`config.mk`:
```
export PLATFORM = sky130hd
export DESIGN_NAME = button_step_conditioner
export DESIGN_NICKNAME = d
export VERILOG_FILES = /design/src/rtl/button_step_conditioner.sv
export SDC_FILE = /design/constraint.sdc
export NUM_CORES = 1
export LEC_CHECK = 0
export ABC_CLOCK_PERIOD_IN_PS = 4730
export CAP_MARGIN = 10
export CORE_UTILIZATION = 31
export DETAILED_ROUTE_END_ITERATION = 8
export SYNTH_ARGS = -nofsm -noshare
export SYNTH_HDL_FRONTEND = slang
export SYNTH_SLANG_ARGS = --single-unit
```
`constraint.sdc`:
```
create_clock -name clk -period 4.73 [get_ports clk]
set_clock_uncertainty 0.15 [all_clocks]
set_input_delay 0.946 -clock clk [delete_from_list [all_inputs] [get_ports clk]]
set_output_delay 0.946 -clock clk [all_outputs]
set_load 0.02 [all_outputs]
```
`src/rtl/button_step_conditioner.sv`:
```
// Push-button front end: two-flop synchroniser, counting debouncer, registered
// press/release edge pulses and a hold-to-auto-repeat step strobe.
module button_step_conditioner #(
  parameter int DEBOUNCE_CYCLES = 1000000,
  parameter int REPEAT_EN       = 1,
  parameter int REPEAT_DELAY    = 50000000,
  parameter int REPEAT_PERIOD   = 20000000
) (
  input  logic clk,
  input  logic rst,
  input  logic btn_in,
  output logic btn_level,
  output logic press_pulse,
  output logic release_pulse,
  output logic step_pulse
);

  localparam int DW   = $clog2(DEBOUNCE_CYCLES + 1);
  localparam int RMAX = (REPEAT_DELAY > REPEAT_PERIOD) ? REPEAT_DELAY : REPEAT_PERIOD;
  localparam int RW   = $clog2(RMAX + 1);

  localparam logic [DW-1:0] DB_LAST    = DW'(DEBOUNCE_CYCLES - 1);
  localparam logic [RW-1:0] DELAY_LAST = RW'(REPEAT_DELAY - 1);
  localparam logic [RW-1:0] PER_LAST   = RW'(REPEAT_PERIOD - 1);

  localparam logic [1:0] IDLE = 2'd0;
  localparam logic [1:0] HOLD = 2'd1;
  localparam logic [1:0] RPT  = 2'd2;

  logic          sync1;
  logic          sync_q;
  logic [DW-1:0] db_cnt;
  logic          db_diff;
  logic          db_flip;
  logic          rise;
  logic          fall;
  logic [1:0]    state;
  logic [1:0]    state_n;
  logic [RW-1:0] rcnt;
  logic [RW-1:0] rcnt_n;
  logic          rep_fire;

  // Stage 0: bring the asynchronous button into the clk domain
  always_ff @(posedge clk or posedge rst) begin
    if (rst) begin
      sync1  <= 1'b0;
      sync_q <= 1'b0;
    end else begin
      sync1  <= btn_in;
      sync_q <= sync1;
    end
  end

  assign db_diff = (sync_q != btn_level);
  assign db_flip = db_diff && (db_cnt == DB_LAST);
  assign rise    = db_flip && !btn_level;
  assign fall    = db_flip && btn_level;

  // Stage 1: any agreement with the current level restarts the count
  always_ff @(posedge clk or posedge rst) begin
    if (rst) begin
      db_cnt    <= '0;
      btn_level <= 1'b0;
    end else if (!db_diff) begin
      db_cnt <= '0;
    end else if (db_flip) begin
      db_cnt    <= '0;
      btn_level <= ~btn_level;
    end else begin
      db_cnt <= db_cnt + DW'(1);
    end
  end

  // Repeat scheduler; a release always wins over a coinciding terminal count
  always_comb begin
    state_n  = state;
    rcnt_n   = rcnt;
    rep_fire = 1'b0;
    case (state)
      IDLE: begin
        if (rise && (REPEAT_EN != 0)) begin
          state_n = HOLD;
          rcnt_n  = '0;
        end
      end
      HOLD: begin
        if (fall) begin
          state_n = IDLE;
          rcnt_n  = '0;
        end else if (rcnt == DELAY_LAST) begin
          rep_fire = 1'b1;
          state_n  = RPT;
          rcnt_n   = '0;
        end else begin
          rcnt_n = rcnt + RW'(1);
        end
      end
      RPT: begin
        if (fall) begin
          state_n = IDLE;
          rcnt_n  = '0;
        end else if (rcnt == PER_LAST) begin
          rep_fire = 1'b1;
          rcnt_n   = '0;
        end else begin
          rcnt_n = rcnt + RW'(1);
        end
      end
      default: begin
        state_n = IDLE;
        rcnt_n  = '0;
      end
    endcase
  end

  always_ff @(posedge clk or posedge rst) begin
    if (rst) begin
      state <= IDLE;
      rcnt  <= '0;
    end else begin
      state <= state_n;
      rcnt  <= rcnt_n;
    end
  end

  // Stage 2: registered one-cycle strobes
  always_ff @(posedge clk or posedge rst) begin
    if (rst) begin
      press_pulse   <= 1'b0;
      release_pulse <= 1'b0;
      step_pulse    <= 1'b0;
    end else begin
      press_pulse   <= rise;
      release_pulse <= fall;
      step_pulse    <= rise | rep_fire;
    end
  end

endmodule

```
### Word level (Yosys, flattened, before mapping)

Index checks and enable logic that the tools add are counted.

| storage, ports and cells | value |
|---|---|
| register bits after elaboration | 54 |
| bits of input ports | 3 |
| output and inout bits | 4 |
| logic and storage cells | 47 |

| operators by class | value |
|---|---|
| add/subtract/negate cells | 2 |
| equal/unequal tests | 9 |
| mux-type cells | 18 |
| bitwise logic cells | 2 |
| reductions and logical operators | 7 |

Operator list:

| kind | number |
|---|---|
| $mux 26 | 5 |
| $pmux 26 s3 | 1 |
| $mux 20 | 2 |
| $add 26x1->26 const B | 1 |
| $eq 26x25->1 const B | 1 |
| $eq 26x26->1 const B | 1 |
| $add 20x1->20 const B | 1 |
| $eq 20x20->1 const B | 1 |
| $mux 2 | 4 |
| $pmux 2 s3 | 1 |
| $mux 1 | 4 |
| $ne 2x2->1 const B | 2 |
| $logic_and 1x1->1 | 3 |
| $ne 3x3->1 const B | 1 |
| $reduce_and 3->1 | 1 |
| $eq 2x1->1 const B | 1 |
| $eq 2x2->1 const B | 1 |
| $logic_not 2->1 | 1 |
| $pmux 1 s2 | 1 |
| $reduce_and 2->1 | 1 |
| $logic_not 1->1 | 1 |
| $ne 1x1->1 | 1 |
| $not 1->1 | 1 |
| $or 1x1->1 | 1 |

### Logic depth before layout (Yosys ltp)

Gate-level depths: netlist of the first run.

| depth | value |
|---|---|
| depth in word-level cells | 6 |
| mapped depth | 10 |
| depth with buffers taken out | 7 |

### Least setup slack after synthesis of the first run

No wires, ideal clock.

| timing path | value |
|---|---|
| path kind | reg-to-reg |
| start point | register db_cnt[7] |
| end point | register rcnt[25] |
| library setup time | 0.127 ns |
| arrival time | 2.561 ns |
| data required time | 4.453 ns |
| slack | 1.892 ns |
| cell stages (with the launch flop) | 10 |
| path buffers | 3 |
| period minus slack after synthesis | 2.838 ns |
| cells stage by stage | dfrtp_1 -> or4b_1 -> or4_4 -> buf_6 -> o31a_2 -> o21a_1 -> buf_2 -> buf_2 -> a22oi_1 -> o21ai_1 |

| between the ends | value |
|---|---|
| cells in the longest elaborated chain, start to end | 5 |
| elaborated cells on any way between the ends | 8 |
| classes of those cells | eq/ne: 2; mux: 3; reduce/logical: 3 |

Ends and longest elaborated chain:

| what | RTL line | text |
|---|---|---|
| from (decl) | 32 | `logic [DW-1:0] db_cnt;` |
| from (signal assigned) | 70 | `db_cnt <= db_cnt + DW'(1);` |
| $eq 20x20->1 * | 55 | `assign db_flip = db_diff && (db_cnt == DB_LAST);` |
| $logic_and 1x1->1 * | 55 |  |
| $logic_and 1x1->1 | 57 | `assign fall = db_flip && btn_level;` |
| $mux 26 (on tied branches) | 99, 87 |  |
| $pmux 26 s3 | 79 | `case (state)` |
| to (signal assigned) | 122 | `rcnt <= rcnt_n;` |
| to (decl) | 39 | `logic [RW-1:0] rcnt;` |

Every way passes the cells marked *; elsewhere a longest branch is shown, timed or not.
A chain may end at the register's enable or synchronous reset.

### Worst setup path after layout of the first run

| timing path | value |
|---|---|
| start point | register db_cnt[7] |
| end point | register rcnt[24] |

Same word-level chain as after synthesis.

==> results.sh, run 1 <==
export IMPL_initial_core_util_pct=32.3
export IMPL_finalMaxSlewViolations=0
export IMPL_setup_slack_ps=1490
export IMPL_ys_dominant_reg_cell="dfrtp_1"
export IMPL_root_buffer="clkbuf_8"
export IMPL_ir_worst_vdd_mv=0.136
export IMPL_dieWidth_um=100
export IMPL_via_per_inst=5.24
export IMPL_cap_violations=0
export IMPL_hp_class="register to register"
export IMPL_holdBufCountCts=0
export IMPL_dr_first_iter_drc_count=146
export IMPL_synth_top_area_share_pct=45.1
export IMPL_synthTopCellsByArea="dfrtp_1 (45%), nand3_1 (6.2%), nand2_1 (4.6%)"
export IMPL_io_buffers=6
export IMPL_clk_path_buf_depth=2
export IMPL_endpoint_kind="register"
export IMPL_syn_area_per_cell_um2=9.02
export IMPL_clock_latency_ps=310
export IMPL_synth_most_common_cell="dfrtp_1"
export IMPL_drc=0
export IMPL_antenna_cells=0
export IMPL_outcome="completed"
export IMPL_synthTopCellsByCount="dfrtp_1 (54), nand2_1 (37), nand3_1 (37), nor2_1 (30), or3_1 (19)"
export IMPL_cts_resized=0
export IMPL_setup_viol_count_final=0
export IMPL_ys_seq_area_share_pct=45.1
export IMPL_max_freq_mhz=308
export IMPL_syn_inst=332
export IMPL_syn_num_nets=340
export IMPL_rsz0062_at_grt="no"
export IMPL_ant_nets=0
export IMPL_grt_ovfl_total=0
export IMPL_syn2layout_area_growth_pct=9.19
export IMPL_yosysWarnings=0
export IMPL_max_slew_margin_pct=52.5
export IMPL_async_flop_share_pct=100
export IMPL_route_vias_total=2433
export IMPL_cp_slowest_cell="or4_4"
export IMPL_grt_max_degree=33
export IMPL_tns_ps=0
export IMPL_postCtsSetupBuffers=0
export IMPL_dp_hpwl_um=4560
export IMPL_grt_pass1_vias=2363
export IMPL_core_area_um2=9280
export IMPL_crit_type="register to register"
export IMPL_period_needed_ps=3240
export IMPL_hold_viol_final=0
export IMPL_cts_buffers=5
export IMPL_p_total_mw=0.806
export IMPL_htree_levels=2
export IMPL_cts_reportedPaths_clkPinSlew_ps=100
export IMPL_cpPeakStageDelay_ps=590
export IMPL_worst_slew_pin_slew_ps=712
export IMPL_grt_pass1_wl_um=11600
export IMPL_crit_chain="or4b_1 -> or4_4 -> o31ai_4 -> o211ai_4 -> or4_1 -> o211ai_1"
export IMPL_drt_wirelength_per_cell_um=14.2
export IMPL_powerDensity_nw_per_um2=246
export IMPL_leakage_nw=1.30
export IMPL_grt_use_total_pct=14.3
export IMPL_drive_above_1_share_pct=5.97
export IMPL_finalCritPeriodShare_pct=68.6
export IMPL_required_ps=4810
export IMPL_synth_top_cell_by_area="dfrtp_1"
export IMPL_synth_edf_count=0
export IMPL_dieArea_um2=10100
export IMPL_worst_ep_arrival_time_ps=3320
export IMPL_fin_nets=343
export IMPL_syn_area_um2=3000
export IMPL_antenna_found_initial=0
export IMPL_setup_worst_path_start_class="register"
export IMPL_ys_types=46
export IMPL_synth_seq_cells=54
export IMPL_pre_cts_ws_ps=1500
export IMPL_drt_wl_total_um=6590
export IMPL_cp_max_fo=23
export IMPL_std_cell_rows=35
export IMPL_cts_sinks=54
export IMPL_cts_tree="built"
export IMPL_drt_pass1_iterations=4
export IMPL_die_y_um=100
export IMPL_gp_congestion=0.809
export IMPL_io_pins=7
[worst max-delay path, delay by kind of cell (launching register included)]
family	cells	cell delay, ps
simple gates	3	1680
flops	1	430
compound gates	3	910
[per-layer routing]
layer | up-vias | wire [um] | GRT usage, %
met4 | 0 | 82 | 4.35
met2 | 40 | 3080 | 23.3
li1 | 1203 | - | -
met1 | 1184 | 3240 | 19.9
met5 | - | 0 | 0
met3 | 6 | 190 | 1.88
[stage by stage]
stage	instance area (um2)	instances	hold WS, ps	utilization, %
final	3270	464	238	35.2
after global routing	3270	464	254	35.2
after CTS	3270	464	242	35.2
after detailed placement	3160	457	219	34.0
after global placement	3160	457	206	34.0
after floorplan	3000	332	181	-
[registers in the layout, indices dropped and copies added, names as in the netlist]
name / cells
btn_level: 1
sync1: 1
step_pulse: 1
rcnt: 26
release_pulse: 1
db_cnt: 20
state: 2
press_pulse: 1
sync_q: 1
[layout by cell type, fill, tap and decap left out, types with 2 or more instances in the layout]
| cell | netlist | final |
|---|---|---|
| o311ai_1 | 3 | 3 |
| or2_2 | 3 | 3 |
| o41a_1 | 2 | 2 |
| nor3b_1 | 2 | 2 |
| nor4_1 | 8 | 8 |
| nor3_1 | 5 | 5 |
| and3_1 | 6 | 6 |
| inv_1 | 12 | 11 |
| xor2_1 | 5 | 5 |
| o211ai_1 | 3 | 3 |
| o31a_2 | 2 | 2 |
| nand2_1 | 37 | 37 |
| clkdlybuf4s50_1 | 0 | 6 |
| o31a_1 | 2 | 2 |
| or4_1 | 3 | 3 |
| xnor2_1 | 11 | 11 |
| o41ai_1 | 2 | 2 |
| and4_1 | 2 | 2 |
| or3_1 | 19 | 19 |
| clkbuf_8 | 0 | 6 |
| a21oi_1 | 9 | 9 |
| nand3_1 | 37 | 37 |
| dfrtp_1 | 54 | 54 |
| nand2b_1 | 3 | 3 |
| nand4_1 | 11 | 11 |
| o21ai_1 | 5 | 5 |
| o21ai_0 | 14 | 14 |
| nor2_1 | 30 | 30 |
| a22oi_1 | 2 | 2 |
| ha_1 | 5 | 5 |
| nor2b_1 | 3 | 3 |
| a21o_1 | 7 | 7 |
| and3_2 | 2 | 2 |
[power breakdown]
part,switching (mW),leakage [nW],internal [mW]
Clock,0.151,0.0573,0.170
Combinational,0.0141,0.497,0.00456
Sequential,0.00246,0.748,0.464
[logic make-up after synthesis]
group,Yosys count,synth area share [%]
simple gates,177,30.7
xor+xnor,16,4.68
buf+inv,23,3.72
fa+ha+maj,5,2.09
flops,54,45.1
compound gates,56,13.4
mux,1,0.334
[final timing paths]
path	from	endpoint	slack (ps)	cells after the start
setup reg to reg	db_cnt[7]	rcnt[24]	1490	6
hold reg to reg	sync1	sync_q	240	0
min in group asynchronous	rst	rcnt[8]	900	2
setup / recovery	db_cnt[7]	rcnt[24]	1490	6
max in group asynchronous	rst	db_cnt[5]	2760	3
hold / removal	sync1	sync_q	240	0
[final cells by class]
type / instances / area (um2)
Sequential cell: 54 / 1350
Fill cell: 984 / 6010
Inverter: 12 / 45.0
Clock inverter: 1 / 30.0
Multi-Input combinational cell: 255 / 1530
Tap cell: 129 / 161
Clock buffer: 6 / 82.6
Timing Repair Buffer: 7 / 67.6
No activity file was read; power rests on OpenSTA's default activity.
==> run 2: changes to the inputs <==
--- a/config.mk
+++ b/config.mk
@@ -5,7 +5,7 @@
 export SDC_FILE = /design/constraint.sdc
 export NUM_CORES = 1
 export LEC_CHECK = 0
-export ABC_CLOCK_PERIOD_IN_PS = 4730
+export ABC_CLOCK_PERIOD_IN_PS = 3350
 export CAP_MARGIN = 10
 export CORE_UTILIZATION = 31
 export DETAILED_ROUTE_END_ITERATION = 8
==> constraint.sdc (replaced) <==
create_clock -name clk -period 3.35 [get_ports clk]
set_clock_uncertainty 0.15 [all_clocks]
set_input_delay 0.67 -clock clk [delete_from_list [all_inputs] [get_ports clk]]
set_output_delay 0.67 -clock clk [all_outputs]
set_load 0.02 [all_outputs]
==> results.sh, run 2 (same netlist as run 1, synthesis figures left out) <==
export IMPL_holdBufCountCts=0
export IMPL_hold_viol_final=0
export IMPL_gp_congestion=0.820
export IMPL_grt_max_degree=55
export IMPL_finalMaxSlewViolations=0
export IMPL_hp_class="register to register"
export IMPL_met3_usage_pct=1.95
export IMPL_cts_buffers=5
export IMPL_worst_slew_pin_slew_ps=705
export IMPL_drc=0
export IMPL_ir_worst_vdd_mv=0.179
export IMPL_drt_wirelength_per_cell_um=13.8
export IMPL_powerDensity_nw_per_um2=320
export IMPL_cp_max_fo=23
export IMPL_final_common_cell="dfrtp_1"
export IMPL_dp_hpwl_um=4410
export IMPL_dpl_cell_area_um2=3180
export IMPL_multiInputGateArea_um2=1530
export IMPL_initial_core_util_pct=32.3
export IMPL_cts_sinks=54
export IMPL_clock_latency_ps=310
export IMPL_dr_first_iter_drc_count=177
export IMPL_use_met2_pct=22.9
export IMPL_htree_levels=2
export IMPL_io_pins=7
export IMPL_clk_path_buf_depth=2
export IMPL_drt_wl_total_um=6470
export IMPL_endpoint_kind="register"
export IMPL_largest_reg_flops=26
export IMPL_root_buffer="clkbuf_8"
export IMPL_required_ps=3410
export IMPL_regArea_um2=1350
export IMPL_finalCritPeriodShare_pct=91.2
export IMPL_cpPeakStageDelay_ps=630
export IMPL_crit_type="register to register"
export IMPL_outcome="completed"
export IMPL_most_common_layout_cells="dfrtp_1 (54), nand2_1 (37), nand3_1 (37)"
export IMPL_cp_top_family="compound AO/OA/AOI/OAI gates"
export IMPL_drive_above_1_share_pct=6.80
export IMPL_antenna_found_initial=0
export IMPL_setup_worst_path_start_class="register"
export IMPL_die_y_um=100
export IMPL_setup_viol_count_final=0
export IMPL_cap_violations=0
export IMPL_rsz0062_at_grt="no"
export IMPL_top_regs="rcnt x26, db_cnt x20, state x2"
export IMPL_via_per_inst=5.33
export IMPL_cp_slowest_cell="or4_1"
export IMPL_worst_ep_arrival_time_ps=3110
export IMPL_top_usage_layer="met2"
export IMPL_cp_buffers_inverters=0
export IMPL_cts_tree="built"
export IMPL_max_slew_margin_pct=53.0
export IMPL_cts_resized=0
export IMPL_grt_pass1_vias=2382
export IMPL_max_freq_mhz=327
export IMPL_grt_use_met1_pct=19.8
export IMPL_io_buffers=6
export IMPL_p_total_mw=1.05
export IMPL_dieWidth_um=100
export IMPL_route_vias_total=2487
export IMPL_crit_chain="ha_1 -> nand4_1 -> or4_1 -> o41a_1 -> o211ai_4 -> nor3b_1 -> a21o_1"
export IMPL_antenna_cells=0
export IMPL_tns_ps=0
export IMPL_dieArea_um2=10100
export IMPL_grt_ovfl_total=0
export IMPL_cts_reportedPaths_clkPinSlew_ps=100
export IMPL_syn2layout_area_growth_pct=8.98
export IMPL_std_cell_rows=35
export IMPL_grt_pass1_wl_um=11500
export IMPL_largest_register="rcnt"
export IMPL_fin_area_um2=3260
export IMPL_leakage_nw=1.29
export IMPL_period_needed_ps=3060
export IMPL_drt_pass1_iterations=4
export IMPL_core_area_um2=9280
export IMPL_fin_nets=346
export IMPL_fillers=980
export IMPL_grt_use_total_pct=14.1
export IMPL_postCtsSetupBuffers=0
export IMPL_ant_nets=0
[run 2: stage by stage]
stage	setup WS, ps	util (%)	cells	hold WS (ps)
global route	86.8	35.2	467	236
global placement	359	34.3	460	191
floorplan	512	-	332	181
CTS	274	35.2	467	228
detailed placement	295	34.3	460	204
finish	294	35.2	467	223
[run 2: worst paths after layout]
| kind | from | to | slack (ps) | cells after the start |
|---|---|---|---|---|
| setup / recovery | rcnt[0] | rcnt[2] | 290 | 7 |
| hold / removal | sync1 | sync_q | 220 | 0 |
| setup reg to reg | rcnt[0] | rcnt[2] | 290 | 7 |
| hold reg to reg | sync1 | sync_q | 220 | 0 |
| max in group asynchronous | rst | db_cnt[8] | 1910 | 3 |
| min in group asynchronous | rst | rcnt[14] | 710 | 3 |
[run 2: metal layers]
metal  wire (um)  vias to the layer above
li1            -                     1215
met4          98                        0
met5           0                        -
met3         145                       10
met1        3340                     1224
met2        2880                       38
[run 2: final cells by class]
type,count,area share (%)
repair buffers,10,2.76
flip-flops and latches,54,41.4
clock inverters,2,0.460
inverters,12,1.38
well taps,129,4.94
clock buffers,5,2.11
multi-input cells,255,47.0
[run 2: power by group]
group / switching, mW / internal (mW)
clock: 0.218 / 0.143
sequential: 0.00315 / 0.655
combinational: 0.0194 / 0.00651
[run 2: worst register-to-register path, delay by kind of cell, from the launching register on]
family          cells  cell delay, ps
compound gates      3            1260
flops               1             420
simple gates        3             910
fa+ha+maj           1             230
